**src/rtl/sprite_blit_ctrl.sv**
```systemverilog
// rtl/sprite_blit_ctrl.sv - sequences a registered sprite ROM into clipped framebuffer writes
//
// Purpose: on i_start, walks every ROM pixel in raster order and writes it to
// the framebuffer at (dst_x+col, dst_y+row), skipping off-screen pixels and
// (optionally) transparent ones.
//
// Ports:
//   i_clk        system clock, all logic on posedge
//   i_reset      asynchronous active-high reset
//   i_start      begin a blit (sampled only in IDLE)
//   i_dst_x/y    sprite top-left, latched at start
//   o_busy       high while a blit is in progress
//   o_done       one-cycle pulse when the blit completes
//   o_rom_row/col  registered ROM address
//   i_rom_data   ROM color, valid one cycle after the address
//   o_fb_we/x/y/data  registered framebuffer write request
//   i_fb_ready   framebuffer accepts the write when o_fb_we && i_fb_ready
module sprite_blit_ctrl #(
    parameter int          IMG_W       = 584,
    parameter int          IMG_H       = 167,
    parameter int          ROW_W       = 8,
    parameter int          COL_W       = 10,
    parameter int          FB_W        = 640,
    parameter int          FB_H        = 480,
    parameter int          XW          = 10,
    parameter int          YW          = 9,
    parameter logic [11:0] TRANSP      = 12'h000,
    parameter bit          SKIP_TRANSP = 1'b1
) (
    input  logic             i_clk,
    input  logic             i_reset,
    input  logic             i_start,
    input  logic [XW-1:0]    i_dst_x,
    input  logic [YW-1:0]    i_dst_y,
    output logic             o_busy,
    output logic             o_done,
    output logic [ROW_W-1:0] o_rom_row,
    output logic [COL_W-1:0] o_rom_col,
    input  logic [11:0]      i_rom_data,
    output logic             o_fb_we,
    output logic [XW-1:0]    o_fb_x,
    output logic [YW-1:0]    o_fb_y,
    output logic [11:0]      o_fb_data,
    input  logic             i_fb_ready
);

    typedef enum logic [2:0] {
        S_IDLE,
        S_ISSUE,
        S_CAPTURE,
        S_WRITE,
        S_NEXT,
        S_DONE
    } state_t;

    localparam logic [COL_W-1:0] LAST_COL = COL_W'(IMG_W - 1);
    localparam logic [ROW_W-1:0] LAST_ROW = ROW_W'(IMG_H - 1);
    localparam logic [XW:0]      FB_W_L   = (XW + 1)'(FB_W);
    localparam logic [YW:0]      FB_H_L   = (YW + 1)'(FB_H);

    state_t           r_state;
    state_t           w_next;

    logic [XW-1:0]    r_dst_x;
    logic [YW-1:0]    r_dst_y;
    // Row/col counters double as the registered ROM address.
    logic [ROW_W-1:0] r_row;
    logic [COL_W-1:0] r_col;
    logic             r_fb_we;
    logic [XW-1:0]    r_fb_x;
    logic [YW-1:0]    r_fb_y;
    logic [11:0]      r_fb_data;

    // One extra bit so coordinates past the screen edge are seen, not wrapped.
    logic [XW:0]      w_x;
    logic [YW:0]      w_y;
    logic             w_skip;
    logic             w_last_col;
    logic             w_last_row;

    assign w_x        = {1'b0, r_dst_x} + (XW + 1)'(r_col);
    assign w_y        = {1'b0, r_dst_y} + (YW + 1)'(r_row);
    assign w_skip     = (w_x >= FB_W_L) || (w_y >= FB_H_L) ||
                        (SKIP_TRANSP && (i_rom_data == TRANSP));
    assign w_last_col = (r_col == LAST_COL);
    assign w_last_row = (r_row == LAST_ROW);

    always_ff @(posedge i_clk or posedge i_reset) begin
        if (i_reset) begin
            r_state <= S_IDLE;
        end else begin
            r_state <= w_next;
        end
    end

    always_comb begin
        w_next = r_state;
        case (r_state)
            S_IDLE:    if (i_start) w_next = S_ISSUE;
            S_ISSUE:   w_next = S_CAPTURE;
            S_CAPTURE: w_next = w_skip ? S_NEXT : S_WRITE;
            S_WRITE:   if (i_fb_ready) w_next = S_NEXT;
            S_NEXT:    w_next = (w_last_col && w_last_row) ? S_DONE : S_ISSUE;
            S_DONE:    w_next = S_IDLE;
            default:   w_next = S_IDLE;
        endcase
    end

    always_ff @(posedge i_clk or posedge i_reset) begin
        if (i_reset) begin
            r_dst_x   <= '0;
            r_dst_y   <= '0;
            r_row     <= '0;
            r_col     <= '0;
            r_fb_we   <= 1'b0;
            r_fb_x    <= '0;
            r_fb_y    <= '0;
            r_fb_data <= '0;
        end else begin
            case (r_state)
                S_IDLE: begin
                    if (i_start) begin
                        r_dst_x <= i_dst_x;
                        r_dst_y <= i_dst_y;
                        r_row   <= '0;
                        r_col   <= '0;
                    end
                end
                S_CAPTURE: begin
                    r_fb_data <= i_rom_data;
                    if (!w_skip) begin
                        r_fb_x  <= w_x[XW-1:0];
                        r_fb_y  <= w_y[YW-1:0];
                        r_fb_we <= 1'b1;
                    end
                end
                S_WRITE: begin
                    if (i_fb_ready) r_fb_we <= 1'b0;
                end
                S_NEXT: begin
                    // On the final pixel both counters wrap to 0, keeping the
                    // address inside the image while idle.
                    if (w_last_col) begin
                        r_col <= '0;
                        r_row <= w_last_row ? '0 : r_row + 1'b1;
                    end else begin
                        r_col <= r_col + 1'b1;
                    end
                end
                default: ;
            endcase
        end
    end

    assign o_busy    = (r_state != S_IDLE) && (r_state != S_DONE);
    assign o_done    = (r_state == S_DONE);
    assign o_rom_row = r_row;
    assign o_rom_col = r_col;
    assign o_fb_we   = r_fb_we;
    assign o_fb_x    = r_fb_x;
    assign o_fb_y    = r_fb_y;
    assign o_fb_data = r_fb_data;

endmodule
```
**config.mk**
```make
export PLATFORM = sky130hd
export DESIGN_NAME = sprite_blit_ctrl
export DESIGN_NICKNAME = d
export VERILOG_FILES = /design/src/rtl/sprite_blit_ctrl.sv
export SDC_FILE = /design/constraint.sdc
export NUM_CORES = 1
export LEC_CHECK = 0
export BUFFER_PORTS_ARGS = -buffer_cell sky130_fd_sc_hd__buf_4
export CAP_MARGIN = 25
export CORE_MARGIN = 2
export CORE_UTILIZATION = 49
export DETAILED_ROUTE_END_ITERATION = 10
export PLACE_DENSITY = 0.84
export SLEW_MARGIN = 20
export SYNTH_ARGS = -nofsm -noshare
export SYNTH_HDL_FRONTEND = slang
export SYNTH_SLANG_ARGS = --single-unit
```
**constraint.sdc**
```tcl
create_clock -name i_clk -period 3.05 [get_ports i_clk]
set_clock_uncertainty 0.2 [all_clocks]
set_input_delay 0.1525 -clock i_clk [delete_from_list [all_inputs] [get_ports i_clk]]
set_output_delay 0.1525 -clock i_clk [all_outputs]
set_load 0.02 [all_outputs]
```
==> impl_metrics.ini, run 1 <==
[sta]
finalHoldViolations = 0
max_freq_mhz = 328
fin_crit_ns = 3.05
fin_crit_sh = 1.00
maxSlewViolCount = 0
slew_headroom = 0.434
tightest_slew_ns = 0.847
finalSetupViolations = 0

[floorplanning]
die_area_sq_um = 8920
chipWidth_um = 94.5
io_pins = 87
die_h_um = 94.5
rows = 32
coreArea_sq_um = 7850
start_util = 0.511

[placement]
dp_hpwl_um = 7400
dp.cells = 554
port_buffers = 86
place_congestion = 0.908

[clock_tree]
path_clk_slew_ns = 0.09
clockBufferDepth = 2
htree_levels = 3
cts_sinks = 72
cts_made_buffers = 9
cts-root-buf = clkbuf_8
clock_latency_ns = 0.37
cts_tree = done

[drt]
first_pass_iters = 5
routed_wl_um = 11100
route.detailed.drc = 0
post_drt_wl_per_cell_um = 18.1
ant_nets = 0
avgViaCountPerCell = 5.73
num_vias = 3505
drt_iter0_markers = 200

[power]
p_leak_uw = 0.00269
power.total_uw = 5240
ir_drop_uv = 616
power-per-cell-area_nw_per_um2 = 933

[worst_setup_path]
worstSetupStartpointType = flop
required_ns = 3.09
cpMaxStageDelayCell = dfrtp_1
crit_type = reg -> reg
end_kind = flop
reg2reg_depth = 10
critical_path_cell_count = 10
crit_family = compound AO/OA/AOI/OAI gates
worstPathArrival_ns = 3.09
critPathMaxFanout = 9
slowest_delay_ns = 0.41
path_buf_inv = 1
path_cells = ha_2, fa_2, a211oi_2, o21bai_1, a21oi_2, xnor2_2, nand4_1, nand4b_4, buf_12, mux2_4

[global_route]
gr-total-overflow = 0
grt_max_degree = 44
top_usage_layer = met2
grt_pass1_vias = 3611
grtUsageTotal = 0.253
met2_usage = 0.424
antenna_found_initial = 0
grtUsageMet3 = 0.0607
met1_usage = 0.313
grt_pass1_wl_um = 17400

[layout]
multi_input_area_sq_um = 2160
final_util = 0.715
drive_above_1_share = 0.404
mostFrequentLayoutCells = 114 x buf_4, 72 x dfrtp_1, 34 x dlygate4sd3_1
seqCellArea_sq_um = 1800
final_common_cell = buf_4
nets = 563
fillers = 522
n_antenna_cell = 0
area.growth.synth_to_final_pct = 40.0
instances_no_fill = 612

[yosys]
dominantRegCellSynth = dfrtp_1
ys_async_sr_fraction = 1.00
ys_ff_latch = 72
ys_types = 56
syn_area_sq_um = 4010
synth_warnings = 0
synth_edf_count = 0
post_synth.cell_area_avg_sq_um = 11.3
synthCells = 355
syn_nets = 413
synth.yosys.seq_area_share = 0.449

[flow_run]
drv_cap = 0

[hold_path]
hold_depth = 1
min_path_type = reg -> reg

[outcome]
outcome = complete, no violations
synth_stat cells (4+ instances only):
library cell  number  area (sq um)
a21o_1             4          30.0
xnor2_1           10          87.6
buf_6              4          45.0
nor4_1             4          25.0
o31ai_1            4          30.0
mux2_4            17           255
clkbuf_1           4          15.0
inv_1             10          37.5
o21ai_0           28           140
dfrtp_1           72          1800
mux2_2            30           338
nand3_1            8          40.0
nand2b_1           5          31.3
a21oi_1           12          60.1
nand4_1            9          56.3
ha_1              21           263
nor2b_1            5          31.3
nand2_1           26          97.6
nor2_1            18          67.6
o21a_1             4          30.0
a31oi_1            5          31.3
xor2_1             6          52.6
per-stage QoR:
step	hold slack, ns	area, sq um	setup TNS, ns	setup slack [ns]
after floorplan	0.0693	4010	0	0.0474
after global placement	0.168	4900	0	0.170
after detailed placement	0.173	4900	0	0.0493
after CTS	0.317	5520	0	0.00939
after global routing	0.336	5610	-1.40	-0.0859
final	0.313	5610	0	0.000484
where the power goes:
part           switching, uW  leakage (uW)  internal, uW
registers                287      0.000890          1340
logic                   1290       0.00167          1360
clock network            392      0.000123           570
layer usage:
layer,part of all wire,vias up
li1,-,1598
met1,0.40,1712
met2,0.50,156
met3,0.066,39
met4,0.032,0
met5,0,-
path summary, 6_finish.rpt:
check,slack [ns],end,from
min reg2reg,0.31,o_fb_data[7]$_DFFE_PP0N_,o_fb_data[7]$_DFFE_PP0N_
min,0.31,o_fb_data[7]$_DFFE_PP0N_,o_fb_data[7]$_DFFE_PP0N_
max in group asynchronous,1.55,o_rom_col[3]$_DFFE_PP0P_,i_reset
max reg2reg,0.0005,o_fb_x[8]$_DFFE_PP0P_,o_rom_row[0]$_DFFE_PP0P_
max,0.0005,o_fb_x[8]$_DFFE_PP0P_,o_rom_row[0]$_DFFE_PP0P_
min in group asynchronous,0.32,o_rom_row[7]$_DFFE_PP0P_,i_reset
cell type report:
| class | instances | share of cell area |
|---|---|---|
| Multi-Input combinational cell | 262 | 0.384 |
| Clock inverter | 6 | 0.0205 |
| Tap cell | 102 | 0.0227 |
| Clock buffer | 10 | 0.0245 |
| Sequential cell | 72 | 0.321 |
| Inverter | 10 | 0.00669 |
| Timing Repair Buffer | 150 | 0.220 |
state kept, by name, summed over array words and instances (netlist names):
name / cells
o_fb_data: 12
o_fb_we: 1
o_fb_x: 10
o_fb_y: 9
o_rom_col: 10
o_rom_row: 8
r_dst_x: 10
r_dst_y: 9
r_state: 3
what timing repair did:
item | in CTS | in global routing
buffers inserted | 2 | 6
pin swaps | 2 | 10
gates resized for setup | 1 | 13
endpoints found under the hold margin | 76 | 0
setup endpoints to repair | 16 | 22
hold buffers | 34 | 0
cell families (layout without fill, tap and decap cells):
group	Yosys count	count (layout)	share of synthesized area
AO/OA/AOI/OAI	75	75	0.122
XOR/XNOR	16	16	0.0349
adder cells (fa/ha/maj)	23	23	0.0755
buffers and inverters	21	176	0.0284
flip-flops	72	72	0.449
multiplexers	50	50	0.155
AND/OR/NAND/NOR	98	98	0.134
No activity file was read; power rests on OpenSTA's default activity.
==> run 2, diff against run 1 <==
- CORE_UTILIZATION: 49 -> 59
- PLACE_DENSITY: 0.84 -> 0.94
- clock period: 3.05 -> 3.8 ns (I/O delays scaled with it)
==> impl_metrics.ini, run 2 (synthesis gave the netlist of run 1 again) <==
[clock_tree]
htree_levels = 3
cts-root-buf = clkbuf_8
clock_latency_ns = 0.37
ctsResizeCount = 0
cts_sinks = 72
cts_hold_buf = 34
path_clk_slew_ns = 0.08
cts_made_buffers = 9
cts_tree = done
clockBufferDepth = 2
cts_setup_buffers = 0

[worst_setup_path]
crit_family = compound AO/OA/AOI/OAI gates
slowest_delay_ns = 0.60
path_buf_inv = 1
worstSetupStartpointType = flop
crit_type = reg -> reg
worstPathArrival_ns = 3.71
critPathMaxFanout = 7
end_kind = flop
path_cells = ha_1, fa_1, a211oi_1, o21bai_1, a21oi_1, xnor2_1, nand4_1, nand3_1, o221ai_1, dlygate4sd3_1
required_ns = 3.84
cpMaxStageDelayCell = dlygate4sd3_1

[floorplanning]
chipWidth_um = 86.4
die_area_sq_um = 7470
rows = 30
coreArea_sq_um = 6680
start_util = 0.600
die_h_um = 86.4
io_pins = 87

[drt]
drt_iter0_markers = 458
first_pass_iters = 5
routed_wl_um = 12000
ant_nets = 0
num_vias = 3672
avgViaCountPerCell = 6.52
post_drt_wl_per_cell_um = 21.3
route.detailed.drc = 0

[layout]
mostFrequentLayoutCells = 90 x buf_4, 72 x dfrtp_1, 34 x dlygate4sd3_1
final_common_cell = buf_4
fillers = 368
final_util = 0.790
drive_above_1_share = 0.344
largest_register_ffs = 12
area.growth.synth_to_final_pct = 31.6
n_antenna_cell = 0
nets = 537

[hold_path]
min_path_type = in -> reg

[placement]
port_buffers = 86
pre_cts_slack_ns = 0.546
place_congestion = 0.883
dp_hpwl_um = 7010

[global_route]
grt_pass1_wl_um = 18900
grtUsageTotal = 0.333
antenna_found_initial = 0
grt_pass1_vias = 3649
gr-total-overflow = 0
grt_max_degree = 49

[sta]
finalHoldViolations = 0
finalSetupViolations = 0
fin_crit_sh = 0.965
grt_setup_unrepaired = false
maxSlewViolCount = 0
fin_crit_ns = 3.67
fin_ws_ns = 0.131
tightest_slew_ns = 0.839
max_freq_mhz = 273
slew_headroom = 0.440
fin_setup_tns_ns = 0

[power]
ir_drop_uv = 516
p_leak_uw = 0.00252
power-per-cell-area_nw_per_um2 = 768

[flow_run]
drv_cap = 0

[outcome]
outcome = complete, no violations
==> run 2: layout make-up <==
type                       count  area (sq um)  share of cell area
timing repair buffer         124          1020               0.193
tap                           80           100              0.0190
multi-input combinational    262          2100               0.398
inverter                      10          38.8             0.00735
sequential                    72          1800               0.341
clock inverter                 3          65.1              0.0123
clock buffer                  12           155              0.0294
==> run 2: power breakdown <==
group          switching, uW  internal [uW]
clock                    301            402
sequential               252           1080
combinational           1040            981
==> run 2: metal layers <==
metal | GRT usage | part of all wire
met1 | 0.410 | 0.36
met2 | 0.533 | 0.47
met3 | 0.0819 | 0.098
met4 | 0.197 | 0.065
met5 | 0 | 0
==> run 2: path summary, 6_finish.rpt <==
check,startpoint,to,slack [ns],cells after the start
worst max-delay path,o_rom_row[0]$_DFFE_PP0P_,r_state[0]$_DFFE_PP0P_,0.13,10
worst min-delay path,i_start,r_state[2]$_DFFE_PP0P_,0.04,4
worst max register to register,o_rom_row[0]$_DFFE_PP0P_,r_state[0]$_DFFE_PP0P_,0.13,10
worst min register to register,o_fb_data[0]$_DFFE_PP0N_,o_fb_data[0]$_DFFE_PP0N_,0.32,1
max in group asynchronous,i_reset,r_state[2]$_DFFE_PP0P_,2.23,4
min in group asynchronous,i_reset,r_dst_x[2]$_DFFE_PP0P_,0.32,3
==> run 2: worst register-to-register path, stage by stage (launching register included) <==
cell,delay (ns)
dfrtp_1,0.45
ha_1,0.27
fa_1,0.43
a211oi_1,0.37
o21bai_1,0.18
a21oi_1,0.22
xnor2_1,0.17
nand4_1,0.29
nand3_1,0.24
o221ai_1,0.14
dlygate4sd3_1,0.60
==> run 2: through the flow <==
| stage | std cells | cell area, sq um | hold slack [ns] | power, uW |
|---|---|---|---|---|
| 6_report | 563 | 5280 | 0.0420 | 4050 |
| 5_1_grt | 563 | 5280 | 0.0734 | 4210 |
| 4_1_cts | 563 | 5280 | 0.0422 | 3930 |
| 3_5_place_dp | 514 | 4720 | 0.228 | 3190 |
| 3_3_place_gp | 514 | 4720 | 0.215 | 3090 |
| 2_1_floorplan | 355 | 4010 | 0.107 | 2610 |
